`src/rtl/multdiv_sequencer.sv`:
```
// Sequencer for the multi-cycle multiply/divide unit in the execute stage.
// Optional BUSY watchdog is compiled in with `define MULTDIV_WATCHDOG_EN.
module multdiv_sequencer #(
  parameter int TIMEOUT = 40
) (
  input  logic        i_clk,
  input  logic        i_rst_n,
  input  logic        i_op_mul,
  input  logic        i_op_div,
  input  logic [31:0] i_operand_a,
  input  logic [31:0] i_operand_b,
  input  logic [4:0]  i_dest_reg,
  input  logic        i_kill,
  output logic        o_stall,
  output logic        o_md_ctrl_mult,
  output logic        o_md_ctrl_div,
  output logic [31:0] o_md_operand_a,
  output logic [31:0] o_md_operand_b,
  input  logic [31:0] i_md_result,
  input  logic        i_md_exception,
  input  logic        i_md_ready,
  output logic [31:0] o_result,
  output logic [4:0]  o_result_reg,
  output logic        o_result_valid,
  output logic [1:0]  o_dbg_state
);

  // Handshake: start pulses and o_result_valid are single-cycle strobes with no
  // back-pressure; i_md_ready is a single-cycle strobe honoured only in BUSY.
  typedef enum logic [1:0] {
    S_IDLE  = 2'd0,
    S_ISSUE = 2'd1,
    S_BUSY  = 2'd2,
    S_DONE  = 2'd3
  } state_t;

  state_t      r_state;
  state_t      w_next_state;
  logic        r_is_div;
  logic [4:0]  r_dest;
  logic [31:0] r_op_a;
  logic [31:0] r_op_b;
  logic [31:0] r_result;
  logic [4:0]  r_result_reg;
  logic        w_accept;
  logic        w_timeout;
  logic        w_capture;
  logic        w_exc;

  assign w_accept = (r_state == S_IDLE) & (i_op_mul | i_op_div) & !i_kill;

`ifdef MULTDIV_WATCHDOG_EN
  localparam int CW = $clog2(TIMEOUT + 1);
  logic [CW-1:0] r_wd_cnt;

  // Counter holds n-1 during the n-th BUSY cycle, so the TIMEOUT-th cycle gives up.
  always_ff @(posedge i_clk or negedge i_rst_n) begin
    if (!i_rst_n) begin
      r_wd_cnt <= '0;
    end else if (r_state == S_ISSUE) begin
      r_wd_cnt <= '0;
    end else if (r_state == S_BUSY) begin
      r_wd_cnt <= r_wd_cnt + 1'b1;
    end
  end

  assign w_timeout = (r_state == S_BUSY) & (r_wd_cnt == CW'(TIMEOUT - 1));
`else
  logic w_unused_timeout;
  assign w_unused_timeout = (TIMEOUT > 0);
  assign w_timeout        = 1'b0;
`endif

  assign w_capture = (r_state == S_BUSY) & !i_kill & (i_md_ready | w_timeout);
  // A timeout without ready is reported exactly like a unit exception.
  assign w_exc     = i_md_ready ? i_md_exception : 1'b1;

  always_comb begin
    w_next_state   = r_state;
    o_stall        = 1'b0;
    o_md_ctrl_mult = 1'b0;
    o_md_ctrl_div  = 1'b0;
    o_result_valid = 1'b0;
    case (r_state)
      S_IDLE: begin
        if (w_accept) begin
          o_stall      = 1'b1;
          w_next_state = S_ISSUE;
        end
      end
      S_ISSUE: begin
        o_stall        = 1'b1;
        o_md_ctrl_mult = !r_is_div;
        o_md_ctrl_div  = r_is_div;
        w_next_state   = S_BUSY;
      end
      S_BUSY: begin
        o_stall = 1'b1;
        if (w_capture) begin
          w_next_state = S_DONE;
        end
      end
      S_DONE: begin
        o_result_valid = 1'b1;
        w_next_state   = S_IDLE;
      end
      default: w_next_state = S_IDLE;
    endcase
    if (i_kill) begin
      w_next_state = S_IDLE;
    end
  end

  always_ff @(posedge i_clk or negedge i_rst_n) begin
    if (!i_rst_n) begin
      r_state      <= S_IDLE;
      r_is_div     <= 1'b0;
      r_dest       <= '0;
      r_op_a       <= '0;
      r_op_b       <= '0;
      r_result     <= '0;
      r_result_reg <= '0;
    end else begin
      r_state <= w_next_state;
      if (w_accept) begin
        r_is_div <= !i_op_mul;
        r_dest   <= i_dest_reg;
        r_op_a   <= i_operand_a;
        r_op_b   <= i_operand_b;
      end
      if (w_capture) begin
        r_result     <= w_exc ? (r_is_div ? 32'd5 : 32'd4) : i_md_result;
        r_result_reg <= w_exc ? 5'd30 : r_dest;
      end
    end
  end

  assign o_md_operand_a = r_op_a;
  assign o_md_operand_b = r_op_b;
  assign o_result       = r_result;
  assign o_result_reg   = r_result_reg;
  assign o_dbg_state    = r_state;

endmodule
```
`config.mk`:
```
export PLATFORM = sky130hd
export DESIGN_NAME = multdiv_sequencer
export DESIGN_NICKNAME = d
export VERILOG_FILES = /design/src/rtl/multdiv_sequencer.sv
export SDC_FILE = /design/constraint.sdc
export NUM_CORES = 1
export LEC_CHECK = 0
export BUFFER_PORTS_ARGS = -buffer_cell sky130_fd_sc_hd__buf_2
export CORE_ASPECT_RATIO = 0.5
export CORE_MARGIN = 3
export CORE_UTILIZATION = 28
export CTS_CLUSTER_DIAMETER = 60
export DETAILED_ROUTE_END_ITERATION = 7
export PLACE_DENSITY = 0.53
export RECOVER_POWER = 50
export SYNTH_ARGS = -nofsm -noshare
export SYNTH_HDL_FRONTEND = slang
export SYNTH_SLANG_ARGS = --single-unit
```
`constraint.sdc`:
```
create_clock -name i_clk -period 2.2 [get_ports i_clk]
set_input_delay 0 -clock i_clk [delete_from_list [all_inputs] [get_ports i_clk]]
set_output_delay 0 -clock i_clk [all_outputs]
set_load 0.02 [all_outputs]
```
Word-level counts from Yosys, hierarchy flattened:

Cells that the tools add are included.

* logic and storage cells: 36
* register bits after elaboration: 109
* input bits: 108

* muxes and demuxes: 13
* reduce and logical (&&, ||, !) cells: 6
* equality and inequality tests: 5
* bitwise gates (word level): 5

Operators by type and width (count)
* 32-bit 2-to-1 mux: 1
* 2-bit case mux with 4 select lines: 1
* 1-bit 2-to-1 mux: 6
* 2-bit 2-to-1 mux: 3
* 3-bit != test (second input constant): 2
* 5-bit 2-to-1 mux: 1
* 1-bit AND: 4
* 2-bit equality test (second input constant): 2
* 1-bit logical NOT: 3
* 2-bit by 1-bit equality test with 1-bit output (second input constant): 1
* 2-bit logical NOT: 1
* 1-bit case mux with 2 select lines: 1
* 2-bit AND reduction: 1
* 2-bit OR reduction: 1
* 1-bit bitwise OR: 1

Longest topological paths before layout:

Gate-level depths: netlist (run 1).

* depth in word-level cells: 6
* mapped depth: 7
* depth with buffers taken out: 5

Least setup slack after synthesis (run 1):

No wires, ideal clock.

* path type: register to register
* from: reg r_state[0] (netlist: o_dbg_state[0])
* to: reg r_op_a[0] (netlist: o_md_operand_a[0])
* path buffers: 2
* data required time: 2.075 ns
* setup slack: 0.432 ns
* setup time: 0.125 ns
* cell stages (with the launch flop): 8
* arrival time: 1.643 ns
* cell sequence: dfrtp_1 > inv_1 > ha_1 > nor2b_4 > nor2b_4 > buf_12 > buf_12 > mux2_4

* cells in the longest elaborated chain, start to end: 3

Ends and longest elaborated chain
* start, declared: line 37 `state_t r_state;`
* start signal, assigned: line 124 `r_state <= w_next_state;`
* 2-bit logical NOT: line 50 `assign w_accept = (r_state == S_IDLE) & (i_op_mul | i_op_div) & !i_kill;`
* 1-bit AND (2 in a row): line 50
* end signal, assigned: line 128 `r_op_a <= i_operand_a;`
* end, declared: line 41 `logic [31:0] r_op_a;`

Every way passes these cells.
A chain may end at the register's enable or synchronous reset.

Worst setup path after layout (run 1):

* from: reg r_state[0] (netlist: o_dbg_state[0])
* to: reg r_op_b[15] (netlist: o_md_operand_b[15])

* cells in the longest elaborated chain, start to end: 3

Ends and longest elaborated chain
* 2-bit logical NOT: line 50
* 1-bit AND (2 in a row): line 50
* end signal, assigned: line 129 `r_op_b <= i_operand_b;`
* end, declared: line 42 `logic [31:0] r_op_b;`

Every way passes these cells.

==> out/metrics.cfg, run 1 <==
[setup_path]
path_class = flop to flop
worstSetupEndpointType = flop
rr_worst_depth = 7
worst_setup_path_start_kind = flop
critPathRequiredTime_ns = 2.42
r2r-start = o_dbg_state[0]
crit_arrival_ns = 2.16
crit_chain = inv_1 -> ha_1 -> nor2b_4 -> nor2b_4 -> buf_4 -> buf_12 -> mux2_4
worstReg2RegEnd = o_md_operand_b[15]
slowest_stage = dfrtp_1
rrSetupSlack_ns = 0.26
path_max_fanout = 28
cpMostUsedCell = nor2b_4
cp_slowest_stage_delay_ns = 0.43

[flow_run]
maxCapViolations = 1

[yosys]
synth-edff-count = 0
synthTopCellsByArea = dfrtp_1, mux2_4, nand2b_1, o21ai_0, buf_12
yosys-top-cells-count = dfrtp_1, mux2_4, nand2_1
syn-mean-instance-area_um2 = 14.2
synth_top_area_cell = dfrtp_1
synth_seq_cells = 109
ys_async_sr_fraction_pct = 100
yosysUniqueCellTypes = 21
seq_area_frac_synth_pct = 58.0
ys.flop_type = dfrtp_1
synth_top_area_share_pct = 58.0
syn_nets = 444
yosysMostFrequentCell = dfrtp_1
syn_inst = 332
ys_warn_count = 0
syn_area_mm2 = 0.00470

[route]
drc = 0
route.vias.total = 3587
first_pass_iters = 4
wl_per_cell_um = 14.6
drt_wl_total_mm = 12.8
ant_nets = 0
vias_per_cell = 4.09
drt_iter0_markers = 96

[die]
die_h_um = 97.6
coreArea_mm2 = 0.0159
io_pins = 215
die_w_um = 189
start_util_pct = 29.6
fp-row-count = 32
dieArea_mm2 = 0.0185

[timing]
worst_clock_skew_ns = 0.00617
period_needed_ns = 1.94
hold_viol = 0
slew_headroom_pct = -7.49
setup_tns_ns = 0
drv_slew = 60
fmax_ghz = 0.515
fin_crit_sh_pct = 88.2
worst_pin_slew_ns = 1.61
setup_ws_ns = 0.260
hold_slack_ns = 0.117
rsz0062_at_grt = no
finalSetupViolCount = 0

[clock_network]
htree_levels = 3
cts_sinks = 109
root_buffer = clkbuf_16
numCtsBuffers = 9
clk_path_buf_depth = 2
clk_latency_ns = 0.34
cts-resized-gates = 0
cts_tree = yes
clkTransAtPathRegs_ns = 0.07

[global_route]
grt_max_degree = 75
grt_usage_pct = 13.7
grt_pass1_vias = 3886
antenna_found_initial = 0
grt_pass1_wl_mm = 20.4
grt-ovfl-total = 0

[final_layout]
antennaDiodeCount = 0
syn_to_final_growth_pct = 53.6
layout.nets = 763
largest_register_ff_count = 37
drive_gt1_share_pct = 31.6
fin_util_pct = 45.4

[power_and_ir_drop]
vdd_drop_max_mv = 0.473
p_total_w = 0.00966
leakage_nw = 3.36
p_per_area_mw_per_mm2 = 1340

[worst_hold_path]
min_path_cells = 4
hold_end = o_dbg_state[1]
min_from = i_md_ready
min_path_type = primary input to flop

[placement]
io_buffers = 214
hpwl_mm = 8.22
place_ws_ns = 0.296
place_congestion = 0.724

[status]
run_status = finished, violations left
violations = capacitance limit, slew limit

## critical path: cells and delay by family, from the launching register on
kind | cells | cell delay (ns)
adder cells (fa/ha/maj) | 1 | 0.20
flip-flops | 1 | 0.43
buffers and inverters | 3 | 0.47
AND/OR/NAND/NOR | 2 | 0.37
multiplexers | 1 | 0.33
## cell type report
| cell class | instances | area [um^2] |
|---|---|---|
| clock buffers | 12 | 236 |
| flip-flops and latches | 109 | 2730 |
| fillers | 1543 | 8680 |
| well taps | 221 | 277 |
| clock inverters | 4 | 72.6 |
| multi-input cells | 200 | 1750 |
| inverters | 3 | 11.3 |
| repair buffers | 328 | 2150 |
## report_power, final
part | total (W) | internal, W | switching [W]
registers | 0.00350 | 0.00296 | 0.000537
logic | 0.00444 | 0.00198 | 0.00246
clock network | 0.00172 | 0.000999 | 0.000723
total | 0.00966 | 0.00594 | 0.00372
## kinds of logic after synthesis
logic type                 after synthesis  synth area share (%)
buffers and inverters                   23                  4.76
DFF                                    109                  58.0
and+or+nand+nor                         83                  9.05
adders and majority gates                4                  1.06
AOI/OAI and AO/OA                       43                  4.84
muxes                                   70                  22.3
## through the flow
step / std cells / area [um^2]
finish: 877 / 7220
global route: 877 / 7220
CTS: 873 / 7290
detailed placement: 752 / 5930
global placement: 752 / 5930
floorplan: 332 / 4700
## repair_timing
action,in CTS,in global routing
setup endpoints to repair,0,1
setup buffers,0,2
hold buffers,105,0
hold endpoints to repair,161,0
## per-layer routing
layer | global-route usage (%) | share of wire (%)
met3 | 3.14 | 3.6
met1 | 15.1 | 41
met2 | 26.4 | 54
met5 | 0 | 0
met4 | 3.63 | 1.6
## worst max-delay path by stage
stage	start	to	slack, ns	depth (start not counted)
6_report	o_dbg_state[0]	o_md_operand_b[15]	0.26	7
3_5_place_dp	o_dbg_state[0]	o_md_operand_b[18]	0.30	6
3_3_place_gp	o_dbg_state[0]	o_md_operand_b[19]	0.36	6
4_1_cts	o_dbg_state[0]	o_stall	0.03	7
2_1_floorplan	o_dbg_state[0]	o_md_operand_a[0]	0.43	7
5_1_grt	o_dbg_state[0]	o_stall	0.12	7
## placed cells by master, fill, tap and decap left out, types with 4 or more instances in the layout
master and instances:
buf_12 4, buf_2 110, clkbuf_1 106, clkbuf_16 11
dfrtp_1 109, dlygate4sd3_1 105, ha_1 4, mux2_4 69
nand2_1 39, nand2b_1 31, nor2_1 5, o21ai_0 37
(Power assumes the default switching activity.)
==> inputs of run 2 (changes only) <==
Settings changed: SETUP_SLACK_MARGIN from default to 0.3.
Clock period 2.2 ns to 2.5 ns, I/O delays scaled along.
==> out/metrics.cfg, run 2 (synthesized netlist as in run 1, its figures left out) <==
[route]
drc = 0  ; unchanged
route.vias.total = 3586  ; -0.028%
first_pass_iters = 4  ; unchanged
drt_iter0_markers = 112  ; +17%
drt_wl_total_mm = 12.8  ; -0.52%
vias_per_cell = 4.09  ; about the same
wl_per_cell_um = 14.6  ; -0.41%
ant_nets = 0  ; unchanged

[timing]
finalSetupViolCount = 0  ; unchanged
period_needed_ns = 2.04
drv_slew = 0  ; -100%
worst_clock_skew_ns = 0.0126  ; +0.00647 ns
fmax_ghz = 0.491
rsz0062_at_grt = no
setup_tns_ns = 0  ; unchanged
worst_pin_slew_ns = 1.16  ; -0.456 ns
fin_crit_sh_pct = 81.5
hold_slack_ns = 0.114  ; -0.00274 ns
hold_viol = 0  ; unchanged
slew_headroom_pct = 22.9  ; +30 points

[worst_hold_path]
min_path_type = primary input to flop

[die]
fp-row-count = 32  ; unchanged
die_w_um = 189  ; unchanged
die_h_um = 97.6  ; unchanged
dieArea_mm2 = 0.0185  ; unchanged
io_pins = 215  ; unchanged
start_util_pct = 29.6  ; unchanged
coreArea_mm2 = 0.0159  ; unchanged

[clock_network]
cts_tree = yes
numCtsBuffers = 9  ; unchanged
root_buffer = clkbuf_16
postCtsSetupBuffers = 0  ; unchanged
clk_path_buf_depth = 2  ; unchanged
htree_levels = 3  ; unchanged
clk_latency_ns = 0.35  ; about the same
cts-resized-gates = 0  ; unchanged
cts_sinks = 109  ; unchanged
clkTransAtPathRegs_ns = 0.08  ; about the same

[final_layout]
most-common-layout-cells = buf_2, dfrtp_1, dlygate4sd3_1, clkbuf_1, mux2_4
layout.nets = 762  ; -0.13%
multi_input_area_mm2 = 0.00175  ; unchanged
syn_to_final_growth_pct = 52.8
n_fill_cell = 1511  ; -2.1%
antennaDiodeCount = 0  ; unchanged
drive_gt1_share_pct = 31.9  ; +0.35 points
finalNonFillerCells = 876  ; -0.11%
mostFrequentLayoutCell = buf_2
largest_register_ff_count = 37  ; unchanged
seqCellArea_mm2 = 0.00273  ; unchanged

[setup_path]
rr_worst_depth = 6  ; -1
worstSetupEndpointType = output port
worstReg2RegEnd = o_md_operand_b[18]
crit_start = o_dbg_state[1]
path_class = flop to output port
critPathRequiredTime_ns = 2.50  ; +0.08 ns
crit_arrival_ns = 2.04  ; -0.12 ns
worst_setup_path_start_kind = flop
rrSetupSlack_ns = 0.54  ; +0.28 ns
r2r-start = o_dbg_state[1]
path_max_fanout = 10  ; -64%
worstSetupEndpoint = o_stall

[power_and_ir_drop]
p_per_area_mw_per_mm2 = 1170  ; -12%
p_int_w = 0.00512  ; -14%
vdd_drop_max_mv = 0.361  ; -24%
p_total_w = 0.00844  ; -13%
netSwitchingFraction_pct = 39.3  ; +0.81 points
p_sw_w = 0.00332  ; -11%
sequentialPowerShare_pct = 36.7  ; +0.5 points
pwr-share-clk_pct = 17.7  ; about the same
leakage_nw = 3.34  ; -0.56%
pwr-share-comb_pct = 45.7  ; -0.3 points

[placement]
place_congestion = 0.721  ; -0.51%
io_buffers = 214  ; unchanged
hpwl_mm = 8.31  ; +1.1%
dp_cells = 753  ; +0.13%

[flow_run]
maxCapViolations = 0  ; -1

[global_route]
grt-ovfl-total = 0  ; unchanged
grt_pass1_wl_mm = 20.9  ; +2.3%
grt_usage_pct = 14.0  ; +0.30 points
antenna_found_initial = 0  ; unchanged
grt_pass1_vias = 3971  ; +2.2%
grt_max_degree = 75  ; unchanged

[status]
run_status = finished, final reports clean

==> run 2: repair_timing <==
item / in CTS / in global routing
hold buffers: 105 / 0
hold endpoints to repair: 145 / 0
endpoints found under the setup margin: 0 / 1
==> run 2: layout make-up <==
cell class / count / area share [%]
Clock buffer: 9 / 3.14
Clock inverter: 7 / 1.15
Inverter: 3 / 0.157
Multi-Input combinational cell: 200 / 24.4
Sequential cell: 109 / 38.0
Tap cell: 221 / 3.85
Timing Repair Buffer: 327 / 29.4
==> run 2: how the worst min path moves through the flow <==
| stage | from | end | slack [ns] | cells after the start |
|---|---|---|---|---|
| 4_1_cts | i_md_ready | o_dbg_state[1] | 0.1 | 4 |
| 3_5_place_dp | i_rst_n | o_md_operand_b[1] | 0.04 | 1 |
| 5_1_grt | i_md_ready | o_dbg_state[1] | 0.12 | 4 |
| 3_3_place_gp | i_rst_n | o_md_operand_b[1] | 0.05 | 1 |
| 2_1_floorplan | i_rst_n | o_dbg_state[0] | -0.30 | 0 |
| 6_report | i_md_ready | o_dbg_state[1] | 0.11 | 4 |
==> run 2: metal layers <==
layer	share of wire [%]	GRT usage [%]
met5	0	0
met4	1.3	3.75
met3	3.8	3.53
met2	55	26.7
met1	40	15.5
==> run 2: critical path, cell delays in order, from the launching register on <==
cell and delay, ns:
dfrtp_1 0.44, inv_1 0.10, ha_1 0.19, nor2b_4 0.17, nor2b_4 0.30, buf_12 0.20
o21ba_2 0.13, buf_2 0.16
==> run 2: power groups by stage <==
stage | Clock, W | Combinational [W] | Sequential (W)
floorplan | 0 | 0.00178 | 0.00405
global placement | 0 | 0.00387 | 0.00308
detailed placement | 0 | 0.00392 | 0.00307
CTS | 0.00155 | 0.00407 | 0.00307
global route | 0.00162 | 0.00413 | 0.00322
finish | 0.00149 | 0.00385 | 0.00310
==> run 2: metrics by stage <==
stage | area, um^2 | utilization, % | worst slack [ns]
floorplan | 4700 | - | 0.732
CTS | 7270 | 45.7 | 0.365
global route | 7180 | 45.2 | 0.309
finish | 7180 | 45.2 | 0.461
global placement | 5910 | 37.2 | 0.681
detailed placement | 5910 | 37.2 | 0.632
